### src/rtl/quicksort_ctrl.sv
// Quicksort initiator: owns the (lo, hi) range stack and drives a Lomuto partition engine one range at a time.
// Latency: data-dependent; 2 cycles from accepted sort_start to the first part_start, done one cycle after the stack empties.
// Backpressure: none; one request in flight, result taken on the part_ready pulse, watchdog aborts a silent engine.
module quicksort_ctrl #(
    parameter int N           = 4,
    parameter int DATA_W      = 4,
    parameter int IDX_W       = 2,
    parameter int STACK_DEPTH = 4,
    parameter int TIMEOUT     = 16
) (
    input  logic                clock,
    input  logic                reset,
    input  logic                sort_start,
    input  logic [N*DATA_W-1:0] array_in,
    output logic                sort_busy,
    output logic                sort_done,
    output logic                sort_err,
    output logic [N*DATA_W-1:0] array_out,
    output logic                part_start,
    output logic [IDX_W-1:0]    part_lo,
    output logic [IDX_W-1:0]    part_hi,
    output logic [N*DATA_W-1:0] part_array,
    input  logic                part_ready,
    input  logic [N*DATA_W-1:0] part_array_res,
    input  logic [IDX_W-1:0]    part_pivot_idx
);
    localparam int SP_W = $clog2(STACK_DEPTH + 1);
    localparam int SI_W = (STACK_DEPTH > 1) ? $clog2(STACK_DEPTH) : 1;
    localparam int WD_W = $clog2(TIMEOUT + 1);

    typedef enum logic [2:0] {
        S_IDLE,
        S_POP,
        S_ISSUE,
        S_WAIT,
        S_PUSH,
        S_DONE
    } state_t;

    state_t              state, state_nxt;
    logic [SP_W-1:0]     sp;
    logic [WD_W-1:0]     wd;
    logic [N*DATA_W-1:0] work;
    logic [IDX_W-1:0]    pivot;
    logic [IDX_W-1:0]    stk_lo [STACK_DEPTH];
    logic [IDX_W-1:0]    stk_hi [STACK_DEPTH];

    logic [SI_W-1:0]     top_idx, push_idx, push_idx2;
    logic [IDX_W-1:0]    top_lo, top_hi;
    logic                push_r, push_l, pivot_bad, overflow;
    logic [SP_W:0]       sp_after;
    logic                accept, pop, launch, take_res, push_ok, fail, finish;

    assign top_idx   = SI_W'(sp - SP_W'(1));
    assign top_lo    = stk_lo[top_idx];
    assign top_hi    = stk_hi[top_idx];
    assign pivot_bad = (part_pivot_idx < part_lo) || (part_pivot_idx > part_hi);

    // Right range goes in first so the left range ends up on top.
    assign push_r    = pivot < part_hi;
    assign push_l    = pivot > part_lo;
    assign push_idx  = SI_W'(sp);
    assign push_idx2 = push_r ? SI_W'(sp + SP_W'(1)) : SI_W'(sp);
    assign sp_after  = {1'b0, sp} + {{SP_W{1'b0}}, push_r} + {{SP_W{1'b0}}, push_l};
    assign overflow  = sp_after > (SP_W + 1)'(STACK_DEPTH);

    always_comb begin
        state_nxt = state;
        accept    = 1'b0;
        pop       = 1'b0;
        launch    = 1'b0;
        take_res  = 1'b0;
        push_ok   = 1'b0;
        fail      = 1'b0;
        finish    = 1'b0;
        case (state)
            S_IDLE: begin
                if (sort_start) begin
                    accept    = 1'b1;
                    state_nxt = S_POP;
                end
            end
            S_POP: begin
                if (sp == '0) begin
                    finish    = 1'b1;
                    state_nxt = S_DONE;
                end else begin
                    pop = 1'b1;
                    if (top_lo < top_hi) begin
                        launch    = 1'b1;
                        state_nxt = S_ISSUE;
                    end
                end
            end
            S_ISSUE: state_nxt = S_WAIT;
            S_WAIT: begin
                if (part_ready) begin
                    if (pivot_bad) begin
                        fail      = 1'b1;
                        finish    = 1'b1;
                        state_nxt = S_DONE;
                    end else begin
                        take_res  = 1'b1;
                        state_nxt = S_PUSH;
                    end
                end else if (wd == WD_W'(TIMEOUT - 1)) begin
                    fail      = 1'b1;
                    finish    = 1'b1;
                    state_nxt = S_DONE;
                end
            end
            S_PUSH: begin
                if (overflow) begin
                    fail      = 1'b1;
                    finish    = 1'b1;
                    state_nxt = S_DONE;
                end else begin
                    push_ok   = 1'b1;
                    state_nxt = S_POP;
                end
            end
            S_DONE:  state_nxt = S_IDLE;
            default: state_nxt = S_IDLE;
        endcase
    end

    always_ff @(posedge clock) begin
        if (reset) begin
            state      <= S_IDLE;
            sp         <= '0;
            wd         <= '0;
            work       <= '0;
            pivot      <= '0;
            sort_busy  <= 1'b0;
            sort_done  <= 1'b0;
            sort_err   <= 1'b0;
            array_out  <= '0;
            part_start <= 1'b0;
            part_lo    <= '0;
            part_hi    <= '0;
            part_array <= '0;
        end else begin
            state      <= state_nxt;
            part_start <= launch;
            sort_done  <= finish;
            if (accept) begin
                work      <= array_in;
                sort_err  <= 1'b0;
                sort_busy <= 1'b1;
                sp        <= SP_W'(1);
            end
            if (pop) begin
                sp <= sp - SP_W'(1);
            end
            if (launch) begin
                part_lo    <= top_lo;
                part_hi    <= top_hi;
                part_array <= work;
            end
            if (state == S_ISSUE) begin
                wd <= '0;
            end else if (state == S_WAIT) begin
                wd <= wd + WD_W'(1);
            end
            if (take_res) begin
                work  <= part_array_res;
                pivot <= part_pivot_idx;
            end
            if (push_ok) begin
                sp <= sp_after[SP_W-1:0];
            end
            if (fail) begin
                sort_err <= 1'b1;
            end
            if (finish) begin
                array_out <= work;
                sort_busy <= 1'b0;
            end
        end
    end

    // Stack storage needs no reset: the accept write always seeds entry 0.
    always_ff @(posedge clock) begin
        if (accept) begin
            stk_lo[0] <= '0;
            stk_hi[0] <= IDX_W'(N - 1);
        end
        if (push_ok && push_r) begin
            stk_lo[push_idx] <= pivot + IDX_W'(1);
            stk_hi[push_idx] <= part_hi;
        end
        if (push_ok && push_l) begin
            stk_lo[push_idx2] <= part_lo;
            stk_hi[push_idx2] <= pivot - IDX_W'(1);
        end
    end
endmodule

### config.mk
export PLATFORM = sky130hd
export DESIGN_NAME = quicksort_ctrl
export DESIGN_NICKNAME = d
export VERILOG_FILES = /design/src/rtl/quicksort_ctrl.sv
export SDC_FILE = /design/constraint.sdc
export NUM_CORES = 1
export LEC_CHECK = 0
export ABC_AREA = 1
export CAP_MARGIN = 5
export CORE_UTILIZATION = 39
export CTS_CLUSTER_SIZE = 8
export DETAILED_ROUTE_END_ITERATION = 8
export PLACE_DENSITY = 0.68
export SYNTH_ARGS = -nofsm -noshare
export SYNTH_HDL_FRONTEND = slang
export SYNTH_SLANG_ARGS = --single-unit
export TNS_END_PERCENT = 1
### constraint.sdc
create_clock -name clock -period 4.38 [get_ports clock]
set_clock_uncertainty 0.2 [all_clocks]
set_input_delay 1.095 -clock clock [delete_from_list [all_inputs] [get_ports clock]]
set_output_delay 1.095 -clock clock [all_outputs]
set_load 0.005 [all_outputs]
==> Word level (Yosys, flattened, before mapping) <==
Memory sizes are Yosys's and may differ from the RTL's.
Index checks and enable logic that the tools add are counted.
{ "word_totals": {"word_cells": 96, "mem_bits_rw": 16, "regBits": 69, "output_inout_bits": 40, "rom_bits": 0, "n_memories": 2, "input_bits": 38, "latchBits": 0} }
{ "classes": {"div": 0, "mul": 0, "magnitude_cmp": 6, "shift": 0, "n_eq_ne": 8, "n_addsub": 7, "bitwise": 0, "mux": 47, "n_reduce_logical": 13} }
{ "memory_table": {"columns": ["memory", "depth", "word_bits", "read_ports", "rd_clocked_by_memory_dff", "write_ports", "line", "source"], "rows": [
  ["stk_hi", 4, 2, 1, 0, 2, "46", "logic [IDX_W-1:0] stk_hi [STACK_DEPTH];"],
  ["stk_lo", 4, 2, 1, 0, 2, "45", "logic [IDX_W-1:0] stk_lo [STACK_DEPTH];"]
]} }
{ "ops": {"columns": ["operator", "count"], "rows": [
  ["16-bit two-way mux", 2],
  ["1-bit two-way mux", 28],
  ["3-bit two-way mux", 9],
  ["3-bit one-hot mux with 5 select lines", 1],
  ["2-bit two-way mux", 5],
  ["2-bit OR reduction", 4],
  ["3-bit by 2-bit equality test with 1-bit output (second input constant)", 2],
  ["3-bit logical NOT", 2],
  ["2-bit less-than comparator", 3],
  ["3-bit inequality test (second input constant)", 2],
  ["5-bit by 1-bit adder with 5-bit output (second input constant)", 1],
  ["5-bit by 4-bit equality test with 1-bit output (second input constant)", 1],
  ["2-bit by 1-bit adder with 2-bit output (second input constant)", 2],
  ["3-bit by 1-bit adder with 4-bit output", 1],
  ["4-bit by 1-bit adder with 4-bit output", 1],
  ["2-bit greater-than comparator", 2],
  ["4-bit by 3-bit greater-than comparator with 1-bit output (second input constant)", 1],
  ["2-bit nonzero test", 2],
  ["3-bit by 1-bit equality test with 1-bit output (second input constant)", 1],
  ["3-bit equality test (second input constant)", 1],
  ["1-bit one-hot mux with 3 select lines", 1],
  ["3-bit AND reduction", 1],
  ["3-bit nonzero test", 1],
  ["3-bit by 1-bit subtractor with 3-bit output (second input constant)", 1],
  ["other kinds (5)", 6]
]} }

==> Depth between registers and ports, before layout <==
{ "depth": {"depth_word": 11, "depth_mapped": 19, "ltp_nobuf": 17} }

==> Worst setup path after synthesis <==
OpenSTA, ideal clock, no wires.
{ "synth_timing": {"path_kind": "register to register", "from": "reg part_lo[1]", "to": "mem stk_hi[2][0], enable pin", "required_ns": 3.819, "path_stages_with_launch": 13, "synth_period_minus_slack_ns": 3.250, "path_slack_ns": 1.130, "setup_ns": 0.361, "arrival_ns": 2.689, "n_path_buf": 0, "cell_sequence": "dfxtp_1 > inv_1 > ha_1 > nand2_1 > a22o_1 > inv_1 > fa_1 > ha_1 > o21ai_2 > nand3_4 > nor2_4 > nand2_1 > o21ai_0"} }
{ "synth_lines": {"columns": ["element", "line", "source"], "rows": [
  ["from (decl)", "20", "output logic [IDX_W-1:0] part_lo,"],
  ["from (signal assigned)", "156", "part_lo <= top_lo;"],
  ["to (decl)", "46", null]
]} }

==> summary.md <==
| Metric | Value |
|---|---|
| Post-CTS Setup Inserts | 0 |
| Post-synth EDFFs | 16 |
| Nets | between 600 and 700 |
| CP endpoint kind | flip-flop |
| Worst Hold Path EP | array_out[12] |
| Initial antenna violation count | 0 |
| PortBufs | 77 |
| DIE WIDTH | approximately 100 um |
| Gate Count Post-Synth | about 500 |
| Critical path fanouts, max | 8 |
| ANT nets after route | 0 |
| Post-Place Cells | 692 |
| Max-cap violations | 0 |
| Fmax | 0.282 GHz |
| Sink Count | 85 |
| Vias in the first global route | 3147 |
| Cell Count, Final, Fillers Out | 708 |
| Die height | 103 um |
| Setup Viol. Count Final | 0 |
| # hold bufs at CTS | 0 |
| DRC Markers | 0 |
| Post-route minimum period | 3.54 ns |
| RR Startpoint | pivot[0] |
| Cell row count | 36 |
| Final core occ | 0.511 |
| Synth unique cells | 42 |
| WP data required | around 4.2 ns |
| Cell Pwr Density | just over 500 nW/um2 |
| Core area | 9820 um2 |
| Most frequent cells in the layout | nand2_1 (186), clkdlybuf4s50_1 (77), dfxtp_1 (69), inv_1 (35), a21oi_1 (31) |
| P_leak | 2.00 nW |
| I/O pin count | 78 |
| R2R setup slack | ~0.84 ns |
| Setup_tns | 0 ns |
| DR pass1 iterations | 5 |
| Post-synth top flop | dfxtp_1 |
| CTS buffer count | 9 |
| First-pass GRT wire length | 15.1 mm |
| Critical path arrival | 3.34 ns |
| Status | finished, final reports clean |
| CTS tree | done |
| Die ar. | 10600 um2 |
| Worst-case reg-to-reg path depth | 11 |
| Root buf cell | clkbuf_8 |
| H-tree depth | 3 |
| Ant diodes | 0 |
| DP Wirelength | 7.00 mm |
| Slew @ Worst Pin | 0.573 ns |
| Synthesized area | 3970 um2 |
| Routed wire per std cell | about 13 um |
| RSZ-0062 raised after global routing | no |
| Synthesized net count | 548 |
| Commonest non-fill, non-tap cell in the layout | nand2_1 |
| Hold Vio Cnt, Final | 0 |
| Slew Limit Fails | 0 |
| CTS resizes | 0 |
| Reg clk slew, reported paths | 0.09 ns |
| WS Path Type | flip-flop to flip-flop |
| DR vias | 3450 |
| Latest clock arrival within the worst-skew pair | approximately 0.35 ns |
| Initial Utilization | 0.405 |
| Register bit total from synthesis | between 80 and 90 |
| Final WL | 9.50 mm |
| DR vias/cell | about 5 |
| CTS max path bufs | 2 |
| Placer Congestion | 0.926 |
| Synth warnings | 0 |
| Worst hold margin | between 0.2 and 0.3 ns |
| Seq/Total Area, Yosys | 0.469 |
| Setup crit start kind | flip-flop |
| GRT overflow | 0 |
| Worst rel slew slack | 0.618 |
| Fin crit share | 0.808 |
| DR iter-0 viols | 148 |
| Fraction of layout cells with a size suffix above 1 | 0.0904 |
| Layout area overhead | 26.2% |
| Peak supply drop | around 0.25 mV |
| Hold Path Stages | 2 |
| GR Util All Layers | 0.187 |
| Tightest Hold Check Type | flip-flop to flip-flop |
| Post-synthesis area per instance | between 7 and 8 um2 |
| HP Start | array_out[12] |
| Largest net degree at the start of global routing | 39 |
| Worst R2R End | stk_hi[2][0] |
| Synth async-reset ratio | 0 |
| Tot Pwr | 0.00257 W |
[worst max path at each step]
| stage | start | end | slack [ns] | depth (start not counted) |
|---|---|---|---|---|
| 2_1_floorplan | part_lo[1] | stk_hi[2][0] | 1.13 | 12 |
| 3_3_place_gp | part_pivot_idx[1] | work[12] | 0.88 | 10 |
| 3_5_place_dp | part_pivot_idx[1] | work[12] | 0.82 | 10 |
| 4_1_cts | part_lo[1] | stk_hi[2][0] | 0.84 | 12 |
| 5_1_grt | part_lo[1] | stk_hi[2][0] | 0.62 | 12 |
| 6_report | pivot[0] | stk_hi[2][0] | 0.84 | 11 |
[sequential cells by signal, summed over array words and instances (netlist names)]
name and cells:
stk_hi 8, part_array 16, pivot 2, sort_err 1, stk_lo 8, sp 3
state 3, sort_busy 1, part_lo 2, wd 5, array_out 16, sort_done 1
work 16, part_hi 2, part_start 1
[critical path: stages, from the launching register on]
cell and delay (ns):
dfxtp_1 0.51, inv_2 0.06, ha_1 0.28, a22o_1 0.19
inv_1 0.07, fa_1 0.41, ha_1 0.32, o21ai_2 0.25
nand3_4 0.16, nor2_4 0.17, nand2_1 0.11, o21ai_0 0.45
[cell families after synthesis]
family	Yosys count	share of synthesized area
and+or+nand+nor	241	0.269
buffers and inverters	61	0.0765
adders and majority gates	13	0.0428
xor gates and xnor gates	4	0.0107
AOI/OAI and AO/OA	93	0.132
DFF	85	0.469
[routing by layer]
metal,global-route usage,routed length [um],up-vias
met5,0,0,-
met4,0.0748,195,0
met3,0.0298,564,20
met2,0.311,4530,105
met1,0.242,4200,1553
li1,-,-,1772
[power by group]
part	switching, W	total (W)	leakage, nW	internal [W]
registers	0.0000974	0.000997	0.706	0.000900
logic	0.000608	0.000980	1.19	0.000372
clock network	0.000291	0.000595	0.106	0.000304
total	0.000996	0.00257	2.00	0.00158
[cell type report]
cell class | count | area [um2]
sequential | 85 | 1860
multi-input combinational | 351 | 1810
tap | 133 | 166
clock inverter | 5 | 63.8
inverter | 43 | 168
fill | 971 | 4810
timing repair buffer | 80 | 793
clock buffer | 11 | 153
[cells in the mapped netlist (3+ instances only)]
cell        n  area [um2]
a21oi_1    31         155
nand3_2     5        50.1
ha_1       12         150
nand2_2     3        18.8
o21ai_1     8        40.0
buf_2       3        15.0
clkbuf_1    5        18.8
buf_6       4        45.0
nand2_1   186         698
nand3_1    12        60.1
inv_1      35         131
dfxtp_1    69        1380
buf_4       5        37.5
nor3_1      6        30.0
nor2_1     12        45.0
o21ai_0    28         140
a31oi_1    16         100
nor2_2      4        25.0
inv_2       6        22.5
nor2_4      4        45.0
edfxtp_1   16         480
[stage by stage]
stage | instance area [um2] | setup slack [ns]
CTS | 5010 | 0.841
finish | 5010 | 0.839
global route | 5010 | 0.618
floorplan | 3970 | 1.13
global placement | 4800 | 0.876
detailed placement | 4800 | 0.825
No activity file was read; power rests on OpenSTA's default activity.
